===== config.mk =====
export PLATFORM = sky130hd
export DESIGN_NAME = fetch_stage
export DESIGN_NICKNAME = d
export VERILOG_FILES = /design/src/rtl/fetch_pkg.sv /design/src/rtl/fetch_fifo.sv /design/src/rtl/fetch_stage.sv
export SDC_FILE = /design/constraint.sdc
export NUM_CORES = 1
export LEC_CHECK = 0
export CAP_MARGIN = 20
export CORE_MARGIN = 3
export CORE_UTILIZATION = 40
export DETAILED_ROUTE_END_ITERATION = 16
export PLACE_DENSITY = 0.78
export SYNTH_ARGS = -nofsm -noshare
export SYNTH_HDL_FRONTEND = slang
export SYNTH_SLANG_ARGS = --single-unit

===== constraint.sdc =====
create_clock -name clk -period 2.5 [get_ports clk]
set_clock_uncertainty 0.15 [all_clocks]
set_input_delay 0.5 -clock clk [delete_from_list [all_inputs] [get_ports clk]]
set_output_delay 0.5 -clock clk [all_outputs]
set_load 0.05 [all_outputs]

===== src/rtl/fetch_pkg.sv =====
// fetch_pkg: shared constants, buffer entry type and FSM states for the fetch stage
package fetch_pkg;
  localparam logic [31:0] NOP_INSTR = 32'h0000_0013;
  typedef struct packed {
    logic [31:0] pc;
    logic [31:0] instr;
    logic        exc;
  } entry_t;
  typedef enum logic {RUN, TRAP_HOLD} state_t;
endpackage


===== src/rtl/fetch_fifo.sv =====
// fetch_fifo: fetch buffer with push/pop/flush; a push alongside a flush lands as the only entry
module fetch_fifo
  import fetch_pkg::*;
#(
  parameter int DEPTH = 2
) (
  input  logic   clk,
  input  logic   rst_n,
  input  logic   push,
  input  entry_t push_data,
  input  logic   pop,
  input  logic   flush,
  output logic   full,
  output logic   empty,
  output entry_t head
);
  localparam int AW = $clog2(DEPTH);
  entry_t        mem_q [DEPTH];
  entry_t        mem_d [DEPTH];
  logic [AW-1:0] wr_q, wr_d, rd_q, rd_d;
  logic [AW:0]   cnt_q, cnt_d;
  always_comb begin
    mem_d = mem_q;
    wr_d  = flush ? AW'(push) : wr_q + AW'(push);
    rd_d  = flush ? '0 : rd_q + AW'(pop);
    cnt_d = flush ? (AW+1)'(push) : cnt_q + (AW+1)'(push) - (AW+1)'(pop);
    if (push) mem_d[flush ? '0 : wr_q] = push_data;
  end
  always_ff @(posedge clk or negedge rst_n) begin
    if (!rst_n) begin
      mem_q <= '{default: '0};
      wr_q  <= '0;
      rd_q  <= '0;
      cnt_q <= '0;
    end else begin
      mem_q <= mem_d;
      wr_q  <= wr_d;
      rd_q  <= rd_d;
      cnt_q <= cnt_d;
    end
  end
  assign full  = cnt_q == (AW+1)'(DEPTH);
  assign empty = cnt_q == '0;
  assign head  = mem_q[rd_q];
endmodule


===== src/rtl/fetch_stage.sv =====
// fetch_stage: PC sequencing into a fetch buffer; FETCH_MISALIGN_TRAP_EN turns misaligned redirects into a trap entry
module fetch_stage
  import fetch_pkg::*;
#(
  parameter logic [31:0] RESET_PC  = 32'h0000_0000,
  parameter int          BUF_DEPTH = 2
) (
  input  logic        clk,
  input  logic        rst_n,
  output logic [31:0] imem_addr,
  input  logic [31:0] imem_instr,
  input  logic        redirect_valid,
  input  logic [31:0] redirect_pc,
  output logic        out_valid,
  input  logic        out_ready,
  output logic [31:0] out_instr,
  output logic [31:0] out_pc,
  output logic        out_exc
);
  logic [31:0] pc_q, pc_d, tgt;
  state_t      state_q, state_d;
  logic        fault, push, pop, full, empty;
  entry_t      push_data, head;
  always_comb begin
`ifdef FETCH_MISALIGN_TRAP_EN
    tgt   = redirect_pc;
    fault = redirect_valid && |redirect_pc[1:0];
`else
    tgt   = redirect_pc & ~32'h3;
    fault = 1'b0;
`endif
    pop       = !empty && out_ready;
    push      = redirect_valid ? fault : state_q == RUN && (!full || pop);
    push_data = redirect_valid ? entry_t'{tgt, NOP_INSTR, 1'b1} : entry_t'{pc_q, imem_instr, 1'b0};
    pc_d      = redirect_valid ? tgt : push ? pc_q + 32'd4 : pc_q;
    state_d   = redirect_valid ? (fault ? TRAP_HOLD : RUN) : state_q;
  end
  always_ff @(posedge clk or negedge rst_n) begin
    if (!rst_n) begin
      pc_q    <= RESET_PC;
      state_q <= RUN;
    end else begin
      pc_q    <= pc_d;
      state_q <= state_d;
    end
  end
  fetch_fifo #(.DEPTH(BUF_DEPTH)) u_fifo (
    .clk       (clk),
    .rst_n     (rst_n),
    .push      (push),
    .push_data (push_data),
    .pop       (pop),
    .flush     (redirect_valid),
    .full      (full),
    .empty     (empty),
    .head      (head)
  );
  assign imem_addr = pc_q;
  assign out_valid = !empty;
  assign out_pc    = head.pc;
  assign out_instr = head.instr;
  assign out_exc   = head.exc;
endmodule


==> summary.md, run 1 <==
| Metric | Value |
|---|---|
| DP HPWL | 12,300 µm |
| FF+latch count, synth | 162 |
| Status | complete, no violations |
| Gate Count Post-Synth | 552 |
| Crit path kind | reg2out |
| Detailed Route Iter0 Violations | 203 |
| Final Hold Viols | 0 |
| Diode count | 0 |
| Hold Path Cell Cnt | 2 |
| DR WL/cell | 18.1 µm |
| Finished Layout Cells | 968 |
| Total gr overflow | 0 |
| Total number of vias | 5,035 |
| Max frequency | 408 MHz |
| Num CTS Buffers | 17 |
| Number of global-route vias before repair | 5,474 |
| Vias per cell | 5.20 |
| Antenna Nets Post-Route | 0 |
| Yosys top cell by area | dfrtp_1 |
| Critical path depth | 1 |
| Row count | 49 |
| Ys flop type | dfrtp_1 |
| Top cell type's share of synthesized area | 54.4% |
| Core ar. | 18,100 µm² |
| Most frequent cell after synthesis | mux2_2 |
| Peak VDD IR | 0.729 mV |
| Tot GR Track Use | 17.5% |
| Final Cell Area | 9930 µm² |
| Cell variety after synth | 42 |
| WL final | 17,500 µm |
| Clk root buf | clkbuf_16 |
| CTS clock-pin slew for the worst setup and hold paths | 0.06 ns |
| Minimum clock period | 2.45 ns |
| Hold_ws | 0.212 ns |
| Grt met2 use | 30.2% |
| Number of synthesized flops with an enable pin | 0 |
| DRT Pass-1 Iters | 5 |
| Starting Density | 41.1% |
| Met1 Use GR | 21.2% |
| Critical path cell sequence | clkdlybuf4s50_1 |
| WP data required | 1.85 ns |
| Synth warn | 0 |
| Slowest cell delay on critical path | 0.87 ns |
| Final Net Count | 796 |
| Die Width | 143 µm |
| Slew HR | 62.2% |
| Reg2reg path depth | 5 |
| Met3 usage in global routing | 4.97% |
| GR peak layer | met2 |
| Initial antenna violation count | 1 |
| Worst hold-check path type | in2reg |
| Ports | 166 |
| Finish-stage setup viols | 0 |
| Final core occ | 54.7% |
| Cell Area, Synth | 7460 µm² |
| I/O Buffers | 161 |
| CP max FO | 7 |
| RePlAce Congestion | 0.817 |
| Tcrit/Tclk final | 98.1% |
| Clock latency on the worst-skew pair | 0.43 ns |
| Commonest cells post-synth | 191 x mux2_2, 162 x dfrtp_1, 32 x nand2_1, 22 x o21ai_0, 15 x xor2_1 |
| CTS Buffer Depth | 2 |
| Critical path's top delay family | buffers and inverters |
| # Max-Cap Violations | 0 |
| Syn avg cell area | 13.5 µm² |
| Leakage power | 4.22 nW |
| H-tree levels | 4 |
| Power Density | 1270 nW/µm² |
| Layout area overhead | 33.2% |
| Area after DPL | 9330 µm² |
| Part of the Yosys area used for sequential elements | 54.4% |
| Final Max Tran Viols | 0 |
| Buffers plus inverters on the worst setup path | 1 |
| DRC viols | 0 |
| Inst Count DP | 935 |
| Critical path's slowest cell | clkdlybuf4s50_1 |
| Vert. Die Dim | 143 µm |
| Largest net degree at the start of global routing | 52 |
| Crit path DAT | 1.80 ns |
| Die ar. | 20,300 µm² |
| TritonCTS clock tree | yes |
| FFs w/ async S/R, synth | 100% |
| Clk sinks | 162 |
| Worst-Margin Slew | 0.570 ns |
| Leading post-synthesis cells by cell area | dfrtp_1 54%, mux2_2 29%, xor2_1 1.8% |
| Startpoint Class | flip-flop |
| Power, Total | 12.6 mW |
| RSZ-0062 raised after global routing | no |
| First-pass GRT wire length | 28,000 µm |
| Layout cells sized above 1 | 45.1% |
| Setup crit end kind | primary output |
## logic make-up (layout without fill, tap and decap cells)
| kind of cell | count (synthesis) | in the layout | synth area share [%] |
|---|---|---|---|
| mux | 193 | 193 | 29.1 |
| flops | 162 | 162 | 54.4 |
| simple gates | 99 | 99 | 8.00 |
| buf+inv | 36 | 222 | 2.47 |
| compound gates | 32 | 32 | 2.48 |
| xor+xnor | 27 | 27 | 3.17 |
| fa+ha+maj | 2 | 2 | 0.336 |
| other cells | 1 | 2 | 0.0503 |
## per-layer routing
layer / routed length (µm) / share of wire, %
met3: 972 / 5.5
met5: 11 / 0.063
met2: 9120 / 52
met4: 268 / 1.5
met1: 7170 / 41
## final timing paths
| check | startpoint | to | slack (ns) |
|---|---|---|---|
| setup / recovery | imem_addr[15] | imem_addr[15] | 0.05 |
| setup reg to reg | imem_addr[8] | imem_addr[28] | 0.44 |
| max in group asynchronous | rst_n | u_fifo.mem_q[86] | 1.12 |
| hold / removal | redirect_valid | u_fifo.wr_q | 0.21 |
| min in group asynchronous | rst_n | u_fifo.mem_q[44] | 0.39 |
| hold reg to reg | u_fifo.mem_q[65] | u_fifo.mem_q[65] | 0.34 |
## flip-flops by register name, summed over array words and instances (netlist names)
signal and cells:
u_fifo.rd_q 1, u_fifo.mem_q 128, u_fifo.cnt_q 2, u_fifo.wr_q 1, imem_addr 30
## power by group
group          total, mW  internal, mW  switching (mW)
Clock               2.55          1.48            1.07
Sequential          4.15          3.58           0.569
Combinational       5.93          2.41            3.53
## layout make-up
type,count,area [µm²]
repair buffers,189,1770
fillers,1493,8220
clock buffers,17,425
well taps,229,287
inverters,1,3.75
clock inverters,15,159
flip-flops and latches,162,4060
multi-input cells,355,3230
## placed cells by master (no fill, tap or decap), types with 2 or more instances in the layout
master           instances
a211oi_1                 5
a311oi_1                 3
and2_1                   3
and2b_2                  2
and3_1                   3
and3_2                   2
and4_1                   6
buf_12                   8
buf_4                   83
buf_6                    2
bufinv_16                2
clkbuf_16               17
clkdlybuf4s50_1         89
clkinv_2                 3
clkinv_4                 4
clkinvlp_4               3
conb_1                   2
dfrtp_1                161
dlygate4sd2_1            2
dlymetal6s2s_1           3
ha_1                     2
inv_6                    3
mux2_2                 191
nand2_1                 32
nand3_1                  5
nand4_1                 10
nand4_2                  2
nor2_1                   9
nor2b_1                  9
nor3_1                   2
nor3_4                   2
nor4_1                   2
o21ai_0                 22
or2_2                    2
xnor2_1                 12
xor2_1                  15
## per-stage QoR
step                      setup TNS [ns]  setup slack (ns)
after floorplan                        0             0.132
final                                  0            0.0466
after global placement                 0            0.0417
after CTS                              0         0.0000786
after detailed placement         -0.0205           -0.0205
after global routing                   0           0.00428
## repair_timing
action,in CTS,in global routing
setup endpoints to repair,12,3
hold buffers,1,0
buffers inserted,0,0
hold endpoints to repair,36,0
resized for setup,3,3
(Power assumes the default switching activity.)
==> inputs of run 2 (changes only) <==
--- a/config.mk
+++ b/config.mk
@@ -9,7 +9,8 @@
 export CORE_MARGIN = 3
 export CORE_UTILIZATION = 40
 export DETAILED_ROUTE_END_ITERATION = 16
-export PLACE_DENSITY = 0.78
+export DONT_BUFFER_PORTS = 1
+export PLACE_DENSITY = 0.66
 export SYNTH_ARGS = -nofsm -noshare
 export SYNTH_HDL_FRONTEND = slang
 export SYNTH_SLANG_ARGS = --single-unit
==> summary.md, run 2 (synthesis results as in run 1) <==
| Metric | Value |
|---|---|
| Crit path kind | reg2out |
| TritonCTS clock tree | yes |
| WP data required | 1.85 ns |
| Number of global-route vias before repair | 4,925 |
| Buffers plus inverters on the worst setup path | 1 |
| Largest net degree at the start of global routing | 163 |
| Status | finished, violations left |
| Final Net Count | 645 |
| Num CTS Buffers | 17 |
| Clk root buf | clkbuf_16 |
| Detailed Route Iter0 Violations | 161 |
| Starting Density | 41.1% |
| Row count | 49 |
| Commonest non-fill, non-tap cell in the layout | mux2_2 |
| Final Max Tran Viols | 0 |
| Total gr overflow | 0 |
| Hold_ws | -0.375 ns |
| Finish-stage setup viols | 0 |
| RePlAce Congestion | 0.755 |
| Clk sinks | 162 |
| Hold buffer count at cts | 1 |
| Worst-Margin Slew | 0.695 ns |
| CTS Buffer Depth | 2 |
| Area after DPL | 7900 µm² |
| DR WL/cell | 20.3 µm |
| # Max-Cap Violations | 0 |
| Layout area overhead | 14.3% |
| Core ar. | 18,100 µm² |
| Final Hold Viols | 162 |
| Layout cells sized above 1 | 46.9% |
| CTS clock-pin slew for the worst setup and hold paths | 0.06 ns |
| Biggest register | u_fifo.mem_q |
| Number of flip-flops in the largest register | 128 |
| I/O Buffers | 0 |
| Vert. Die Dim | 143 µm |
| Tot GR Track Use | 16.8% |
| Power share of the clock group | 23.0% |
| Crit path DAT | 1.73 ns |
| Leakage power | 3.52 nW |
| Max frequency | 419 MHz |
| Critical path cell sequence | buf_12 -> mux2_2 |
| Reg2reg path depth | 5 |
| DRT Pass-1 Iters | 4 |
| Power Density | 1370 nW/µm² |
| Setup crit end kind | primary output |
| Peak VDD IR | 0.677 mV |
| Antenna Nets Post-Route | 0 |
| Area occupied by multi-input gates | 3230 µm² |
| Clock latency on the worst-skew pair | 0.42 ns |
| Critical path's slowest cell | mux2_2 |
| Finished Layout Cells | 817 |
| Pre-CTS WS | 0.251 ns |
| Combinational share of power | 42.0% |
| Slew HR | 53.4% |
| Startpoint Class | flip-flop |
| Power, Total | 11.7 mW |
| DRC viols | 0 |
| Post-route setup slack | 0.116 ns |
| Tcrit/Tclk final | 95.4% |
| # Post-CTS Setup Buffers | 0 |
| CP max FO | 53 |
| Number of fill cells in the layout | 1,611 |
| Commonest non-fill, non-tap cells in the layout | 191 x mux2_2, 161 x dfrtp_1, 34 x buf_4 |
| Critical path depth | 2 |
| Diode count | 0 |
| FF/Latch Area | 4060 µm² |
| Critical path's top delay family | multiplexers |
| Slowest cell delay on critical path | 0.60 ns |
| Worst hold-check path type | in2async |
| Post-CTS sizing | 0 |
| Failing checks | negative hold slack |
| Power Internal | 6.76 mW |
| Minimum clock period | 2.38 ns |
| Initial antenna violation count | 1 |
| Final core occ | 47.0% |
| RSZ-0062 raised after global routing | no |
| Net Sw Frac | 42.1% |
| Vias per cell | 5.43 |
| Inst Count DP | 784 |
| H-tree levels | 4 |
| DP HPWL | 11,100 µm |
| Ports | 166 |
| Die ar. | 20,300 µm² |
| Final Cell Area | 8520 µm² |
| Sw power | 4.93 mW |
| Total number of vias | 4,437 |
| Die Width | 143 µm |
| Sequential Power Share | 34.9% |
| First-pass GRT wire length | 26,800 µm |
| WL final | 16,600 µm |
| TNS Setup | 0 ns |
==> run 2: worst paths after layout <==
path,to,from,slack [ns]
hold reg to reg,u_fifo.mem_q[10],u_fifo.mem_q[10],0.35
min in group clk,imem_addr[18],redirect_valid,0.04
setup reg to reg,imem_addr[29],imem_addr[8],0.33
setup / recovery,out_pc[0],u_fifo.rd_q,0.12
max in group asynchronous,u_fifo.rd_q,rst_n,2.16
hold / removal,u_fifo.mem_q[4],rst_n,-0.37
==> run 2: per-layer routing <==
layer | track usage, % | share of wire [%] | vias up
met1 | 19.7 | 41 | 2264
met4 | 4.20 | 0.86 | 2
li1 | - | - | 2008
met3 | 7.56 | 8.9 | 13
met5 | 0 | 0.042 | -
met2 | 28.2 | 49 | 150
==> run 2: power groups by stage <==
stage,Combinational [mW],Clock [mW],Sequential (mW)
floorplan,4.19,0,4.16
global placement,4.87,0,4.04
detailed placement,4.95,0,4.14
CTS,4.98,2.78,4.09
global route,5.16,2.90,4.21
finish,4.91,2.69,4.08
==> run 2: area by class of cell <==
cell class	instances	share of cell area, %
Tap cell	229	3.36
Inverter	1	0.0441
Timing Repair Buffer	38	3.82
Clock buffer	18	5.15
Multi-Input combinational cell	355	38.0
Clock inverter	14	2.07
Sequential cell	162	47.6
==> patch: new RTL, flow settings as in run 2 <==
Build with the macro `FETCH_MISALIGN_TRAP_EN` defined.
--- a/src/rtl/fetch_stage.sv
+++ b/src/rtl/fetch_stage.sv
@@ -1,4 +1,6 @@
 // fetch_stage: PC sequencing into a fetch buffer; FETCH_MISALIGN_TRAP_EN turns misaligned redirects into a trap entry
+`define FETCH_MISALIGN_TRAP_EN
+
 module fetch_stage
   import fetch_pkg::*;
 #(
Function: changed (a bounded check fails within 4 cycles, from zero or initial values and one cycle with rst_n low).
==> patch against run 2 <==
  * The flow still finishes with violations (hold timing)
  * Synthesized area grew 8.8%
  * Worst setup slack gained 79 ps
  * Wire length grew 24%
  * Sequential cell count grew 5
  * Core utilization shrank 0.23 points
  * Final area grew 8.1%
  * Clock power shrank 7.4%
  * Non-clock buffer count grew 11
  * Global-route usage grew 1.9 points
  * Total power shrank 18%
==> patch: results <==
{
  "seq_share_pct": 45.4,
  "yosys-mux-area-fraction_pct": 19.5,
  "ys_top_cells_by_area": "dfrtp_1 52%, mux2_2 18%, nand2_1 5.7%",
  "status": "complete, but fails checks",
  "syn_inst": 751,
  "gp_congestion": 0.788,
  "antenna_found_initial": 0,
  "final_layout_size_suffix_gt1_share_pct": 28.6,
  "combPwrFrac_pct": 35.5,
  "yosys.area_share.xor_xnor_pct": 0.971,
  "synth_common_cells": "167 x dfrtp_1, 127 x mux2_2, 124 x nand2_1",
  "largest_reg_flops": 130,
  "wl_met3_um": 1250,
  "violations": "hold timing",
  "buffers": 49,
  "yosysSeqAreaShare_pct": 51.5,
  "hold_viol": 167,
  "ir_drop_mv": 0.474,
  "vias_per_cell": 5.57,
  "slew_headroom_pct": 52.4,
  "gr-usage-met1_pct": 25.2,
  "cp_slowest_cell": "or3_1",
  "wl_met1_um": 9290,
  "final_cells": 1042,
  "synth_cell_types": 52,
  "hold_ws_ps": -382,
  "top_power_group": "registers",
  "multi_input_area_share_pct": 39.6,
  "cp-startpoint": "u_fifo.cnt_q[1]$_DFF_PN0_",
  "ys_ff_latch": 167,
  "grt_use_total_pct": 18.7,
  "synthAdderAreaFrac_pct": 0.463,
  "num-multi-input-gates": 518,
  "crit_fanout": 16
}
-- patch: cell count changes after synthesis, sizes merged, moves of 10 or more --
cell and delta:
nand2 +92, mux2 -65, nand3 +36, nor2 +24, a31oi +20, clkbuf +17
mux2i +14, xor2 -14, a21oi +13, o21ai +13, inv +10
-- patch: critical path, delay by kind of cell (launching register included) --
family / cells / cell delay (ps)
buffers and inverters: 1 / 150
flip-flops: 1 / 400
AO/OA/AOI/OAI: 1 / 170
AND/OR/NAND/NOR: 3 / 1360
-- patch: worst max path at each step --
stage	end	cells after the start
after floorplan	imem_addr[24]$_DFFE_PN0P_	6
after global placement	imem_addr[21]$_DFFE_PN0P_	5
after detailed placement	imem_addr[25]$_DFFE_PN0P_	5
after CTS	out_instr[12]	2
after global routing	imem_addr[13]$_DFFE_PN0P_	5
final	imem_addr[21]$_DFFE_PN0P_	5
-- patch: repair_timing --
item                                    in CTS  in global routing
buffers inserted                             1                  0
hold endpoints to repair                   169                167
endpoints found under the setup margin       1                  0
